**config.mk**
```make
export PLATFORM = sky130hd
export DESIGN_NAME = mode_sequencer
export DESIGN_NICKNAME = d
export VERILOG_FILES = /design/src/rtl/mode_sequencer.sv
export SDC_FILE = /design/constraint.sdc
export NUM_CORES = 1
export LEC_CHECK = 0
export ABC_AREA = 0
export CORE_MARGIN = 4
export CORE_UTILIZATION = 35
export DETAILED_ROUTE_END_ITERATION = 12
export GPL_TIMING_DRIVEN = 0
export PLACE_DENSITY = 0.67
export SLEW_MARGIN = 20
export SYNTH_ARGS = -nofsm -noshare
export SYNTH_HDL_FRONTEND = slang
export SYNTH_SLANG_ARGS = --single-unit
```
**constraint.sdc**
```tcl
create_clock -name clk -period 1.67 [get_ports clk]
set_input_delay 0.334 -clock clk [delete_from_list [all_inputs] [get_ports clk]]
set_output_delay 0.334 -clock clk [all_outputs]
set_load 0.05 [all_outputs]
```
**src/rtl/mode_sequencer.sv**
```systemverilog
// mode_sequencer: debounces the start button, latches the one-hot processor mode, sequences the
// processor reset and supervises a run until the halt PC (or a timeout) is seen.
// Optional feature: define MODE_SEQ_TIMEOUT_EN to end a run after MAX_CYCLES cycles with error.
module mode_sequencer #(
  parameter int unsigned          DEBOUNCE_CYCLES = 16,
  parameter int unsigned          RST_CYCLES      = 4,
  parameter int unsigned          PC_WIDTH        = 16,
  parameter logic [PC_WIDTH-1:0]  HALT_PC         = '1
`ifdef MODE_SEQ_TIMEOUT_EN
  ,
  parameter int unsigned          MAX_CYCLES      = 1000
`endif
) (
  input  logic                clk,
  input  logic                rst,
  input  logic                start_btn,
  input  logic [2:0]          sw_mode,
  input  logic [PC_WIDTH-1:0] pc,
  output logic                proc_rst,
  output logic                mode_xor,
  output logic                mode_rshift,
  output logic                mode_lshift,
  output logic                mode_ecae,
  output logic                mode_dcae,
  output logic                mode_mul,
  output logic                busy,
  output logic                done,
  output logic                error,
  output logic [15:0]         cycle_count
);

  localparam int unsigned DbW  = $clog2(DEBOUNCE_CYCLES + 1);
  localparam int unsigned RstW = $clog2(RST_CYCLES + 1);
  localparam logic [DbW-1:0]  DbMax   = DbW'(DEBOUNCE_CYCLES);
  localparam logic [RstW-1:0] RstLast = RstW'(RST_CYCLES - 1);

  typedef enum logic [2:0] {StIdle, StLoad, StResetProc, StRun, StDone} state_e;

  // Reset release chain: assertion is immediate, release is aligned to clk.
  logic [1:0] rst_sync_q;
  logic       rst_int_n;

  // Shift ones into the release chain once rst is deasserted.
  always_ff @(posedge clk or negedge rst) begin
    if (!rst) begin
      rst_sync_q <= '0;
    end else begin
      rst_sync_q <= {rst_sync_q[0], 1'b1};
    end
  end

  assign rst_int_n = rst_sync_q[1];

  // Button path.
  logic [1:0]     btn_sync_q;
  logic [DbW-1:0] db_cnt_q, db_cnt_d;
  logic           db_level_q, db_level_d;
  logic           db_level_prev_q;
  logic           start_evt_q;

  // Debounce: count while the synced input disagrees with the accepted level.
  always_comb begin
    db_cnt_d   = db_cnt_q;
    db_level_d = db_level_q;
    if (btn_sync_q[1] == db_level_q) begin
      db_cnt_d = '0;
    end else if (db_cnt_q == DbMax) begin
      db_level_d = ~db_level_q;
      db_cnt_d   = '0;
    end else begin
      db_cnt_d = db_cnt_q + DbW'(1);
    end
  end

  // Synchronizer, debounce state and registered rising-edge start pulse.
  always_ff @(posedge clk or negedge rst_int_n) begin
    if (!rst_int_n) begin
      btn_sync_q      <= '0;
      db_cnt_q        <= '0;
      db_level_q      <= 1'b0;
      db_level_prev_q <= 1'b0;
      start_evt_q     <= 1'b0;
    end else begin
      btn_sync_q      <= {btn_sync_q[0], start_btn};
      db_cnt_q        <= db_cnt_d;
      db_level_q      <= db_level_d;
      db_level_prev_q <= db_level_q;
      start_evt_q     <= db_level_q & ~db_level_prev_q;
    end
  end

  // Sequencer state and datapath.
  state_e          state_q, state_d;
  logic [5:0]      mode_q, mode_d;
  logic [15:0]     count_q, count_d;
  logic [RstW-1:0] rst_cnt_q, rst_cnt_d;
  logic            error_q, error_d;
  logic            mode_valid;
  logic            halt;
  logic            timeout;

  assign mode_valid = (sw_mode <= 3'd5);
  assign halt       = (pc == HALT_PC);

`ifdef MODE_SEQ_TIMEOUT_EN
  localparam logic [15:0] MaxCnt = 16'(MAX_CYCLES);
  // The cycle that would bring the count to MAX_CYCLES is the last one allowed.
  assign timeout = (count_q == MaxCnt - 16'd1);
`else
  assign timeout = 1'b0;
`endif

  // State register.
  always_ff @(posedge clk or negedge rst_int_n) begin
    if (!rst_int_n) begin
      state_q <= StIdle;
    end else begin
      state_q <= state_d;
    end
  end

  // Next-state and datapath update.
  always_comb begin
    state_d   = state_q;
    mode_d    = mode_q;
    count_d   = count_q;
    rst_cnt_d = rst_cnt_q;
    error_d   = error_q;
    unique case (state_q)
      StIdle, StDone: begin
        if (start_evt_q) begin
          if (mode_valid) begin
            state_d = StLoad;
            error_d = 1'b0;
          end else begin
            error_d = 1'b1;
          end
        end
      end
      StLoad: begin
        // An invalid code arriving this late yields all-zero modes, never multi-hot.
        case (sw_mode)
          3'd0:    mode_d = 6'b000001;
          3'd1:    mode_d = 6'b000010;
          3'd2:    mode_d = 6'b000100;
          3'd3:    mode_d = 6'b001000;
          3'd4:    mode_d = 6'b010000;
          3'd5:    mode_d = 6'b100000;
          default: mode_d = 6'b000000;
        endcase
        count_d   = '0;
        rst_cnt_d = '0;
        state_d   = StResetProc;
      end
      StResetProc: begin
        if (rst_cnt_q == RstLast) begin
          state_d = StRun;
        end else begin
          rst_cnt_d = rst_cnt_q + RstW'(1);
        end
      end
      StRun: begin
        if (count_q != 16'hFFFF) begin
          count_d = count_q + 16'd1;
        end
        // Halt takes priority over a coincident timeout.
        if (halt) begin
          state_d = StDone;
        end else if (timeout) begin
          state_d = StDone;
          error_d = 1'b1;
        end
      end
      default: state_d = StIdle;
    endcase
  end

  // Datapath registers.
  always_ff @(posedge clk or negedge rst_int_n) begin
    if (!rst_int_n) begin
      mode_q    <= '0;
      count_q   <= '0;
      rst_cnt_q <= '0;
      error_q   <= 1'b0;
    end else begin
      mode_q    <= mode_d;
      count_q   <= count_d;
      rst_cnt_q <= rst_cnt_d;
      error_q   <= error_d;
    end
  end

  // State-decoded outputs.
  always_comb begin
    proc_rst = 1'b1;
    busy     = 1'b0;
    done     = 1'b0;
    unique case (state_q)
      StIdle:      ;
      StLoad:      busy = 1'b1;
      StResetProc: busy = 1'b1;
      StRun: begin
        busy     = 1'b1;
        proc_rst = 1'b0;
      end
      StDone:      done = 1'b1;
      default:     ;
    endcase
  end

  assign mode_xor    = mode_q[0];
  assign mode_rshift = mode_q[1];
  assign mode_lshift = mode_q[2];
  assign mode_ecae   = mode_q[3];
  assign mode_dcae   = mode_q[4];
  assign mode_mul    = mode_q[5];
  assign error       = error_q;
  assign cycle_count = count_q;

endmodule

```
Word-level counts from Yosys, hierarchy flattened --
Cells that the tools add are included.
Word-level totals: bits in registers 41, latch bits 0, RAM bits 0, memory bits (read-only) 0, output and inout bits 26, logic and storage cells 66, memories kept 0
Operators by class: $add $sub $neg 3, $mul 0, divide/modulo/power cells 0, $lt $le $gt $ge 1, equality and inequality tests 20, shift operators 0, multiplexer cells 16, bitwise gates (word level) 4, reduce and logical (&&, ||, !) cells 11
Operators by type and width (number):
- 6-bit one-hot mux with 6 select lines | 1
- 16-bit one-hot mux with 2 select lines | 1
- 16-bit by 1-bit adder with 16-bit output (second input constant) | 1
- 16-bit equality test (second input constant) | 1
- 16-bit two-way mux | 1
- 16-bit inequality test (second input constant) | 1
- 3-bit by 2-bit equality test with 1-bit output (second input constant) | 5
- 3-bit two-way mux | 5
- 2-bit inequality test (second input constant) | 6
- 3-bit one-hot mux with 4 select lines | 1
- 5-bit two-way mux | 2
- 3-bit equality test (second input constant) | 3
- 2-bit AND reduction | 4
- 3-bit by 1-bit equality test with 1-bit output (second input constant) | 2
- 3-bit zero test | 2
- 3-bit one-hot mux with 2 select lines | 1
- 5-bit by 1-bit adder with 5-bit output (second input constant) | 1
- 5-bit equality test (second input constant) | 1
- 1-bit two-way mux | 4
- 4-bit AND reduction | 1
- 2-bit nonzero test | 2
- 3-bit by 1-bit adder with 3-bit output (second input constant) | 1
- 3-bit less-or-equal comparator (second input constant) | 1
- 1-bit inverter | 3
- other kinds (4) | 4

Longest topological paths before layout --
Gate-level depths: netlist (run 1).
word-level depth 4, mapped depth 7, mapped depth without buffers 6

Least setup slack after synthesis (run 1) --
No wires, ideal clock.
path type register -> register, from register count_q[0], in the netlist cycle_count[0], to register count_q[14], in the netlist cycle_count[14], library setup time 0.124 ns, data arrival time 1.955 ns, data required time 1.546 ns, slack -0.409 ns, stages on the path, launching flop included 6, buffers on the path 0, period minus slack after synthesis 2.079 ns, cell sequence dfrtp_1 -> ha_1 -> nand3_1 -> or3_4 -> o211a_1 -> a211o_1
Between the ends: word-level cells in the longest chain between the ends 3, elaborated cells on any way between the ends 6, those cells by class add/sub: 1; eq/ne: 2; mux: 2; reduce/logical: 1
RTL lines:
- start: declaration | RTL line 95 | logic [15:0] count_q, count_d;
- start signal: assignment | RTL line 187 | count_q <= count_d;
- 16-bit by 1-bit adder with 16-bit output or 16-bit inequality test (tied branches) | RTL line 164, 163
- 16-bit two-way mux or 2-bit inequality test (tied branches)
- 16-bit one-hot mux with 2 select lines or 2-bit AND reduction (tied branches)
Several ways; a longest one is shown, not always the timed one. The select of a mux whose other input is x is not followed. A chain may end at the register's enable or synchronous reset.

Worst setup path in the final report (run 1) --
from register state_q[0], to output port proc_rst
Between the ends: word-level cells in the longest chain between the ends 2
RTL lines:
- start: declaration | RTL line 93 | state_e state_q, state_d;
- start signal: assignment | RTL line 116 | state_q <= StIdle;
- start signal: assignment | RTL line 118 | state_q <= state_d;
- 3-bit by 2-bit equality test with 1-bit output | RTL line 198 | unique case (state_q)
- 1-bit two-way mux | RTL line 198
- end: declaration | RTL line 19 | output logic proc_rst,
Every way passes these cells.

==> results of run 1 <==
==> area by class of cell <==
cell class / instances / area (um2) / share of cell area
multi-input cells: 145 / 1080 / 0.353
flip-flops and latches: 41 / 1050 / 0.341
repair buffers: 70 / 634 / 0.207
well taps: 72 / 90.1 / 0.0294
clock buffers: 6 / 72.6 / 0.0237
plain buffers: 8 / 68.8 / 0.0224
inverters: 10 / 37.5 / 0.0122
clock inverters: 2 / 35.0 / 0.0114
==> metal layers <==
metal,vias to the layer above,routed length [um],global-route usage
met4,0,61,0.0388
li1,909,-,-
met2,49,2390,0.225
met1,891,2120,0.179
met3,6,287,0.0412
met5,-,0,0
==> placed cells by master, fill, tap and decap left out, types with 3 or more instances in the layout <==
master,n
clkbuf_1,3
a21oi_1,3
o21ai_0,7
dfrtp_2,16
a211o_1,4
nor2b_1,3
nor2_1,15
buf_4,23
dlygate4sd2_1,20
a31oi_1,6
clkdlybuf4s50_1,20
o41ai_1,4
buf_6,4
clkbuf_8,5
buf_8,3
nand3_1,8
dfrtp_1,25
o211a_1,3
nand2_1,21
nor3_1,6
inv_1,9
a22o_1,4
nand4_1,6
nor4_1,3
==> registers in the layout, indices dropped and copies added (netlist names) <==
name,cells
db_level_q,1
btn_sync_q,2
error,1
state_q,3
cycle_count,16
db_cnt_q,5
db_level_prev_q,1
start_evt_q,1
mode_q,6
rst_sync_q,2
rst_cnt_q,3
==> synthesized netlist by cell type, types with 2 or more instances <==
library cell / number / share of area
dfrtp_1: 41 / 0.50
nand2_1: 22 / 0.040
nor2_1: 17 / 0.031
inv_1: 10 / 0.018
nand3_1: 9 / 0.022
nor3_1: 7 / 0.017
o21ai_0: 7 / 0.017
a31oi_1: 6 / 0.018
nand4_1: 6 / 0.018
clkbuf_1: 5 / 0.0091
ha_1: 5 / 0.030
nor4_1: 5 / 0.015
a211o_1: 4 / 0.017
a22o_1: 4 / 0.017
o41ai_1: 4 / 0.017
a21oi_1: 3 / 0.0073
and2_1: 3 / 0.0091
nor2b_1: 3 / 0.0091
o211a_1: 3 / 0.015
a221o_1: 2 / 0.0097
buf_2: 2 / 0.0049
mux2_2: 2 / 0.011
nor3b_1: 2 / 0.0073
o22a_1: 2 / 0.0085
o31ai_1: 2 / 0.0073
xnor2_1: 2 / 0.0085
xor2_1: 2 / 0.0085
==> critical path, delay by kind of cell, from the launching register on <==
family	cells	cell delay, ps
AND/OR/NAND/NOR	1	240
buffers and inverters	4	500
flip-flops	1	410
==> power by group <==
group          total (mW)  switching (mW)  internal [mW]  leakage, nW
logic                2.03            1.21          0.820        0.876
clock network       0.794           0.350          0.444       0.0552
registers            1.44           0.222           1.21        0.499
total                4.26            1.78           2.48         1.43
==> worst paths after layout <==
path | startpoint | to | cells past startpoint
worst min-delay path | rst_sync_q[1]$_DFF_PN0_ | mode_q[1]$_DFFE_PN0P_ | 0
worst max-delay path | state_q[0]$_DFFE_PN0P_ | proc_rst | 5
worst min register to register | rst_sync_q[1]$_DFF_PN0_ | mode_q[1]$_DFFE_PN0P_ | 0
min in group clk | btn_sync_q[0]$_DFF_PN0_ | btn_sync_q[1]$_DFF_PN0_ | 0
worst max register to register | rst_cnt_q[0]$_DFFE_PN0P_ | state_q[0]$_DFFE_PN0P_ | 6
max in group asynchronous | rst_sync_q[1]$_DFF_PN0_ | cycle_count[10]$_DFFE_PN0P_ | 1
==> timing repair <==
action,CTS,global route
endpoints found under the setup margin,43,25
hold buffers,0,0
pin swaps,5,10
resized for setup,62,16
buffers inserted,7,16
==> logic make-up after synthesis <==
group,count (synthesis),share of synthesized area
multiplexers,3,0.0158
buffers and inverters,18,0.0377
other,1,0.00182
flip-flops,41,0.498
adder cells (fa/ha/maj),5,0.0304
AND/OR/NAND/NOR,85,0.221
XOR/XNOR,4,0.0170
AO/OA/AOI/OAI,47,0.178
==> results.md, run 1 <==
* Status: finished, violations left
* Failing checks: negative setup slack
* Max-cap violations at 0
* Final Core Density at 0.547
* Vias in the first global route at 1725
* Overall Power at between 4 and 5 mW
* CTS max path bufs at 2
* Syn avg cell area at 10.1 um2
* First-pass GRT wire length at 8050 um
* Netlist Area Pre-Place at 2060 um2
* CTS Buf Count at 5
* ANT nets after route at 0
* Required time worst endpoint at 1340 ps
* Setup crit start kind: register
* Critical setup path kind: register to primary output
* Synth cell types at 51
* Max-slew violations at 0
* Worst Clk Skew at 8.29 ps
* Post-route insts no fill at 354
* # IOs at 48
* Reg2Reg Setup Slack at -100 ps
* DRT Wirelength at 4850 um
* Worst-path clk slew at 80 ps
* Finished layout cell area at about 3100 um2
* Layout area overhead at 49.0%
* Placed inst area at 2710 um2
* Placer Congestion at between 0.8 and 0.9
* GRT Residual Overflow at 0
* Syn_nets at 231
* Post-synthesis sequential area ratio at 0.498
* Place WS at -691 ps
* Initial Util at 0.367
* RSZ-0062 raised after global routing: yes
* Wire per inst at 13.7 um
* Number of synthesized register bits at slightly above 40
* Final Critical Period at ~1800 ps
* EDFF count, synth at 0
* Port bufs at 46
* Die footprint at 7180 um2
* H-tree depth at 2
* Final Hold Viols at 0
* Synth Warn # at 0
* Die span in y at about 85 um
* VDD IR max at 0.807 mV
* Main synth FF type: dfrtp_1
* Lkg Pwr at 1.43 nW
* Slowest stage delay, CP at 410 ps
* Setup_tns at -223 ps
* Clock Latency Late Sink at roughly 300 ps
* Ys async rst share at 1.00
* Dpl cells at 323
* Drt pass-1 iters at 5
* Tightest Hold Check Type: register to asynchronous set/reset pin
* Cells after Synth at 204
* Fin Hold WS at about 180 ps
* WP data arrival at approximately 1400 ps
* Worst setup margin at -103 ps
* Antenna violations before repair at 0
* Die X-Extent at between 80 and 90 um
* Nets at 308
* Via/cell ratio at 5.24
* Fin crit share at 1.06
* Diodes inserted at 0
* Site Rows at 27
* CP endpoint kind: primary output
* Clk root buf: clkbuf_8
* CTS tree: built
* Area of the core at 5610 um2
* Gr usage total at 0.138
* DRC violations left at 0
* HPWL Detailed at between 3000 and 4000 um
* PwrDens at around 1400 nW/um2
* Layout cells sized above 1 at 0.287
* Worst-path cell chain: buf_6, and3b_2, inv_2, buf_6, buf_8
* Slowest CP cell: dfrtp_1
* Filler cells at a little over 500
* Clock Sinks at slightly above 40
* CP Max Fanout at 10
* Max Clk Rate at approximately 0.56 GHz
* Pin count of the biggest net entering global routing at 26
* First DRT Iteration DRCs at 88
* Final Setup Violations at 4
* Top cell by count, worst path: buf_6
* Vias at 1855
Power figures use the tool's default switching activity.
==> run 2: changes to the inputs <==
CORE_ASPECT_RATIO = 1.2   (was default)
CORE_UTILIZATION = 49   (was 35)
MAX_ROUTING_LAYER = met4   (was default)
PLACE_DENSITY = 0.87   (was 0.67)
==> run 2 against run 1 <==
  * The flow still finishes with violations (negative setup slack)
  * Final cell count down 2.8%
  * Fmax down 4.1%
  * Worst hold slack better by 12 ps
  * Setup slack worse by 77 ps
  * Clock power up 6.4%
  * Via count up 8.8%
  * Sequential power about the same
  * Critical path type is now register to register
  * Critical endpoint is now state_q[2]$_DFFE_PN0P_
  * Largest cell class unchanged
  * Largest power group unchanged
==> results.md, run 2 (synthesis gave the netlist of run 1 again) <==
* Status: finished, violations left
* Failing checks: negative setup slack
* Gr usage total at 0.224 (+0.0859)
* Worst Clk Skew at 5.99 ps (-2.30 ps)
* Pin count of the biggest net entering global routing at 25 (-3.8%)
* Layout area overhead at 53.3%
* Setup crit start kind: register
* Nets at 316 (+2.6%)
* Initial Util at 0.514 (+0.147)
* Max Clk Rate at 0.541 GHz (-4.1%)
* Wire per inst at 17.2 um (+26%)
* Via/cell ratio at 5.87 (+12%)
* Tightest Hold Check Type: primary input to asynchronous set/reset pin
* Die footprint at 5310 um2 (-26%)
* CTS tree: built
* Layout cells sized above 1 at 0.317 (+0.0300)
* CP endpoint kind: register
* Max-cap violations at 0 (unchanged)
* Die X-Extent at 67.2 um (-21%)
* Critical setup path kind: register to register
* WP data arrival at 2040 ps (+600 ps)
* R2R Path End: state_q[2]$_DFFE_PN0P_
* Worst-path clk slew at 80 ps (about the same)
* Site Rows at 25 (-7.4%)
* Clock Latency Late Sink at 300 ps (about the same)
* Placer Congestion at 0.888 (+7.9%)
* Worst setup margin at -180 ps (-76.5 ps)
* Final Setup Violations at 6 (+2)
* FF-to-FF path depth at 7 (+1)
* Fin crit share at 1.11 (+0.0458)
* Final Hold Viols at 0 (unchanged)
* Commonest non-fill, non-tap cell in the layout: buf_4
* GRT Residual Overflow at 0 (unchanged)
* Least-Margin Pin Slew at about 530 ps
* Area of the core at 4000 um2 (-29%)
* PwrDens at 1460 nW/um2 (+5.3%)
* DRT Wirelength at 5930 um (+22%)
* DRC violations left at 0 (unchanged)
* HPWL Detailed at 3530 um (+2.0%)
* CP Max Fanout at 4 (-6)
* ANT nets after route at 0 (unchanged)
* Finished layout cell area at 3160 um2 (+2.9%)
* Clock Sinks at 41 (unchanged)
* Diodes inserted at 0 (unchanged)
* CTS max path bufs at 2 (unchanged)
* Reg2Reg Setup Slack at -180 ps (-80 ps)
* VDD IR max at 1.33 mV (+65%)
* Placed inst area at 2690 um2 (-0.55%)
* Vias in the first global route at 2028 (+18%)
* Port bufs at 46 (unchanged)
* H-tree depth at 2 (unchanged)
* Commonest non-fill, non-tap cells in the layout: buf_4 (31), dfrtp_1 (25), nand2_1 (21), dlygate4sd2_1 (21), clkdlybuf4s50_1 (20)
* Lkg Pwr at 1.49 nW (+4.5%)
* # IOs at 48 (unchanged)
* CTS Buf Count at 5 (unchanged)
* Drt pass-1 iters at 4 (-1)
* Required time worst endpoint at 1860 ps (+520 ps)
* Max reg flops at 16 (unchanged)
* Final Critical Period at 1850 ps (+76.5 ps)
* Max-slew violations at 0 (unchanged)
* First DRT Iteration DRCs at 128 (+45%)
* Worst slew margin at 0.650
* RSZ-0062 raised after global routing: yes
* Critical R2R Launch: rst_cnt_q[0]$_DFFE_PN0P_
* Die span in y at 79.0 um (-6.7%)
* Clk root buf: clkbuf_8
* Vias at 2019 (+8.8%)
* Fin Hold WS at 191 ps (+11.6 ps)
* Antenna violations before repair at 0 (unchanged)
* First-pass GRT wire length at 8890 um (+10%)
[run 2: where the power goes]
part           switching, mW  internal [mW]  leakage, nW
Combinational           1.35          0.984        0.938
Clock                  0.359          0.486       0.0574
Sequential             0.222           1.21        0.499
[run 2: stage by stage]
step | setup WS, ps | power (mW) | cells | util | TNS [ps]
final | -180 | 4.62 | 344 | 0.788 | -765
after global routing | -241 | 4.83 | 344 | 0.788 | -1090
after CTS | -221 | 4.21 | 324 | 0.730 | -423
after detailed placement | -664 | 3.27 | 305 | 0.672 | -2800
after global placement | -653 | 3.19 | 304 | 0.665 | -3640
after floorplan | -118 | 2.67 | 204 | - | -165
[run 2: how the worst max path moves through the flow]
stage	from	to	slack [ps]	depth (start not counted)
after detailed placement	state_q[0]$_DFFE_PN0P_	proc_rst	-660	5
after floorplan	cycle_count[0]$_DFFE_PN0P_	cycle_count[14]$_DFFE_PN0P_	-120	5
final	rst_cnt_q[0]$_DFFE_PN0P_	state_q[2]$_DFFE_PN0P_	-180	7
after global routing	rst_cnt_q[0]$_DFFE_PN0P_	state_q[0]$_DFFE_PN0P_	-240	6
after CTS	state_q[0]$_DFFE_PN0P_	proc_rst	-220	5
after global placement	state_q[0]$_DFFE_PN0P_	proc_rst	-650	5
[run 2: what timing repair did]
| action | 4_1_cts | 5_1_grt |
|---|---|---|
| endpoints found under the hold margin | 0 | 0 |
| resized for setup | 60 | 20 |
| setup endpoints to repair | 42 | 29 |
| hold buffers | 0 | 0 |
| pin swaps | 4 | 10 |
| buffers inserted | 11 | 21 |
[run 2: routing by layer]
metal / share of wire / routed length (um) / track usage
met5: 0 / 0 / -
met2: 0.54 / 3180 / 0.407
met3: 0.045 / 268 / 0.0481
met4: 0.025 / 147 / 0.0669
met1: 0.39 / 2340 / 0.239
[run 2: worst max-delay path, cell delays in order (launching register included)]
cell,delay (ps)
dfrtp_1,400
ha_2,200
ha_4,160
or4b_4,500
o31ai_4,100
buf_4,170
nor2_1,40
o22a_1,160
[run 2: final cells by class]
class                   instances  area [um2]
flip-flops and latches         41        1050
fillers                       265         847
clock buffers                   6        82.6
well taps                      54        67.6
multi-input cells             145        1080
repair buffers                 79         729
clock inverters                 2        37.5
plain buffers                   7        68.8
inverters                      10        40.0
==> run 3: changes to the inputs <==
CORE_MARGIN = default   (was 4)
==> run 3 against run 2 <==
  * The flow still finishes with violations (negative setup slack)
  * Sequential share of layout area grew 0.99 points
  * Non-clock buffer count decreased by 6
  * Critical path depth down 2
  * Final cell count is 1.7% lower
  * First-iteration DRC count up 34%
  * Largest power group unchanged
==> results.md, run 3 (synthesis gave the netlist of run 1 again) <==
* Status: finished, violations left
* Failing checks: negative setup slack
* Worst setup margin at -144 ps (+35.9 ps)
* Crit-path leading delay family: buffers and inverters
* Required time worst endpoint at 1340 ps (-520 ps)
* Layout cells sized above 1 at 0.289 (-0.0285)
* Met3 wire len at 281 um (+4.9%)
* Clk root buf: clkbuf_8
* Met2 routed WL at 3020 um (-5.1%)
* Gr usage total at 0.254 (+0.0298)
* Pin count of the biggest net entering global routing at 27 (+8.0%)
* Worst Clk Skew at 10.6 ps (+4.61 ps)
* Wire per inst at 16.2 um (-5.9%)
* CP endpoint kind: primary output
* Final Critical Period at 1810 ps (-35.9 ps)
* Via/cell ratio at 5.81 (-0.95%)
* Worst-path clk slew at 80 ps (about the same)
* Commonest non-fill, non-tap cell in the layout: buf_4
* Clock Sinks at 41 (unchanged)
* Final Setup Violations at 6 (unchanged)
* CTS Buf Count at 5 (unchanged)
* Layout area overhead at 48.8%
* Antenna violations before repair at 0 (unchanged)
* WP data arrival at 1480 ps (-560 ps)
* Fin Hold WS at 164 ps (-27.5 ps)
* Die span in y at 73.0 um (-7.6%)
* Initial Util at 0.518 (+0.00405)
* Max-cap violations at 0 (unchanged)
* First DRT Iteration DRCs at 172 (+34%)
* Filler cells at 274 (+3.4%)
* Max reg flops at 16 (unchanged)
* PwrDens at 1450 nW/um2 (-1.1%)
* Die X-Extent at 61.2 um (-8.9%)
* Max Clk Rate at 0.551 GHz (+2.0%)
* Tightest Hold Check Type: register to asynchronous set/reset pin
* Hold-fix buffers, CTS at 0 (unchanged)
* Top cell by count, worst path: buf_6
* DR top layer: met4
* Commonest non-fill, non-tap cells in the layout: buf_4 (27), dfrtp_1 (25), nand2_1 (21)
* Site Rows at 25 (unchanged)
* Max-slew violations at 0 (unchanged)
* Worst-path cell chain: buf_6, and3b_2, inv_2, buf_6, buf_8
* Clock Latency Late Sink at 300 ps (about the same)
* RSZ-0062 raised after global routing: yes
* Vias at 1965 (-2.7%)
* CTS tree: built
* Lkg Pwr at 1.41 nW (-5.4%)
* HPWL Detailed at 3340 um (-5.3%)
* Critical setup path kind: register to primary output
* Drt pass-1 iters at 4 (unchanged)
* Diodes inserted at 0 (unchanged)
* Fin crit share at 1.09 (-0.0215)
* CTS max path bufs at 2 (unchanged)
* Reg2Reg Setup Slack at -140 ps (+40 ps)
* Die footprint at 4470 um2 (-16%)
* Slowest CP cell: dfrtp_1
* Overall Power at 4.43 mW (-4.0%)
* GRT Residual Overflow at 0 (unchanged)
* VDD IR max at 1.07 mV (-20%)
* H-tree depth at 2 (unchanged)
* Place WS at -677 ps (-12.3 ps)
* ANT nets after route at 0 (unchanged)
* DRT Wirelength at 5490 um (-7.5%)
* Metal-1 WL at 2100 um (-10%)
* Setup_tns at -510 ps (+255 ps)
* Setup crit start kind: register
* # IOs at 48 (unchanged)
* Placer Congestion at 0.837 (-5.8%)
* Worst slew margin at 0.650 (about the same)
* Nets at 310 (-1.9%)
* Dpl cells at 305 (unchanged)
* Buf/Inv on CP at 4 (+3)
* First-pass GRT wire length at 8000 um (-10%)
* Slowest stage delay, CP at 440 ps (-60 ps)
* Port bufs at 46 (unchanged)
* Post-route insts no fill at 338 (-1.7%)
* Vias in the first global route at 1876 (-7.5%)
* Least-Margin Pin Slew at 528 ps (+0.540 ps)
* Area of the core at 3970 um2 (-0.78%)
* DRC violations left at 0 (unchanged)
* CP Max Fanout at 7 (+3)
* Final Hold Viols at 0 (unchanged)
-- run 3: cell types whose count changed in the layout (fill, tap and decap cells not counted), moves of 3 or more --
cell	previous run	this run
clkbuf_1	1	4
dlygate4sd2_1	21	18
buf_8	4	1
buf_4	31	27
clkdlybuf4s15_1	2	5
-- run 3: timing repair --
| action | CTS | global route |
|---|---|---|
| setup buffers | 10 | 15 |
| gates resized for setup | 60 | 14 |
| hold endpoints to repair | 0 | 0 |
| endpoints found under the setup margin | 39 | 25 |
| pin swaps | 5 | 3 |
-- run 3: worst paths after layout --
path                                          start                         end  cells after the start
setup / recovery             state_q[0]$_DFFE_PN0P_                    proc_rst                      5
hold / removal              rst_sync_q[1]$_DFF_PN0_           error$_DFFE_PN0P_                      0
setup reg to reg           rst_cnt_q[0]$_DFFE_PN0P_      state_q[0]$_DFFE_PN0P_                      6
hold reg to reg             rst_sync_q[1]$_DFF_PN0_           error$_DFFE_PN0P_                      0
max in group asynchronous   rst_sync_q[1]$_DFF_PN0_  cycle_count[0]$_DFFE_PN0P_                      1
min in group clk            btn_sync_q[0]$_DFF_PN0_     btn_sync_q[1]$_DFF_PN0_                      0
-- run 3: per-stage QoR --
stage	area (um2)	util
detailed placement	2680	0.675
global placement	2660	0.670
finish	3070	0.772
floorplan	2130	-
global route	3070	0.772
CTS	2910	0.733
-- run 3: worst reg2reg max path, cell delays in order, from the launching register on --
cell and delay (ps):
dfrtp_1 420, ha_2 220, ha_4 160, or4b_4 510
o31ai_4 100, o21ai_2 110, a221oi_2 210
-- run 3: layout make-up --
type                       instances  area (um2)  area share
timing repair buffer              72         649       0.212
multi-input combinational        145        1080       0.353
tap                               54        67.6      0.0220
buffer                             8        66.3      0.0216
clock inverter                     1        30.0     0.00980
sequential                        41        1050       0.341
clock buffer                       7        86.3      0.0282
inverter                          10        37.5      0.0122
-- run 3: power breakdown --
group          switching [mW]  internal, mW  leakage [nW]  total (mW)
Sequential              0.236          1.21         0.499        1.45
Clock                   0.349         0.487        0.0585       0.836
Combinational            1.26         0.883         0.857        2.14
Total                    1.85          2.59          1.41        4.43
-- run 3: metal layers --
metal / global-route usage / up-vias
met1: 0.264 / 956
met2: 0.432 / 88
met4: 0.119 / 0
met3: 0.0709 / 12
met5: - / -
li1: - / 909
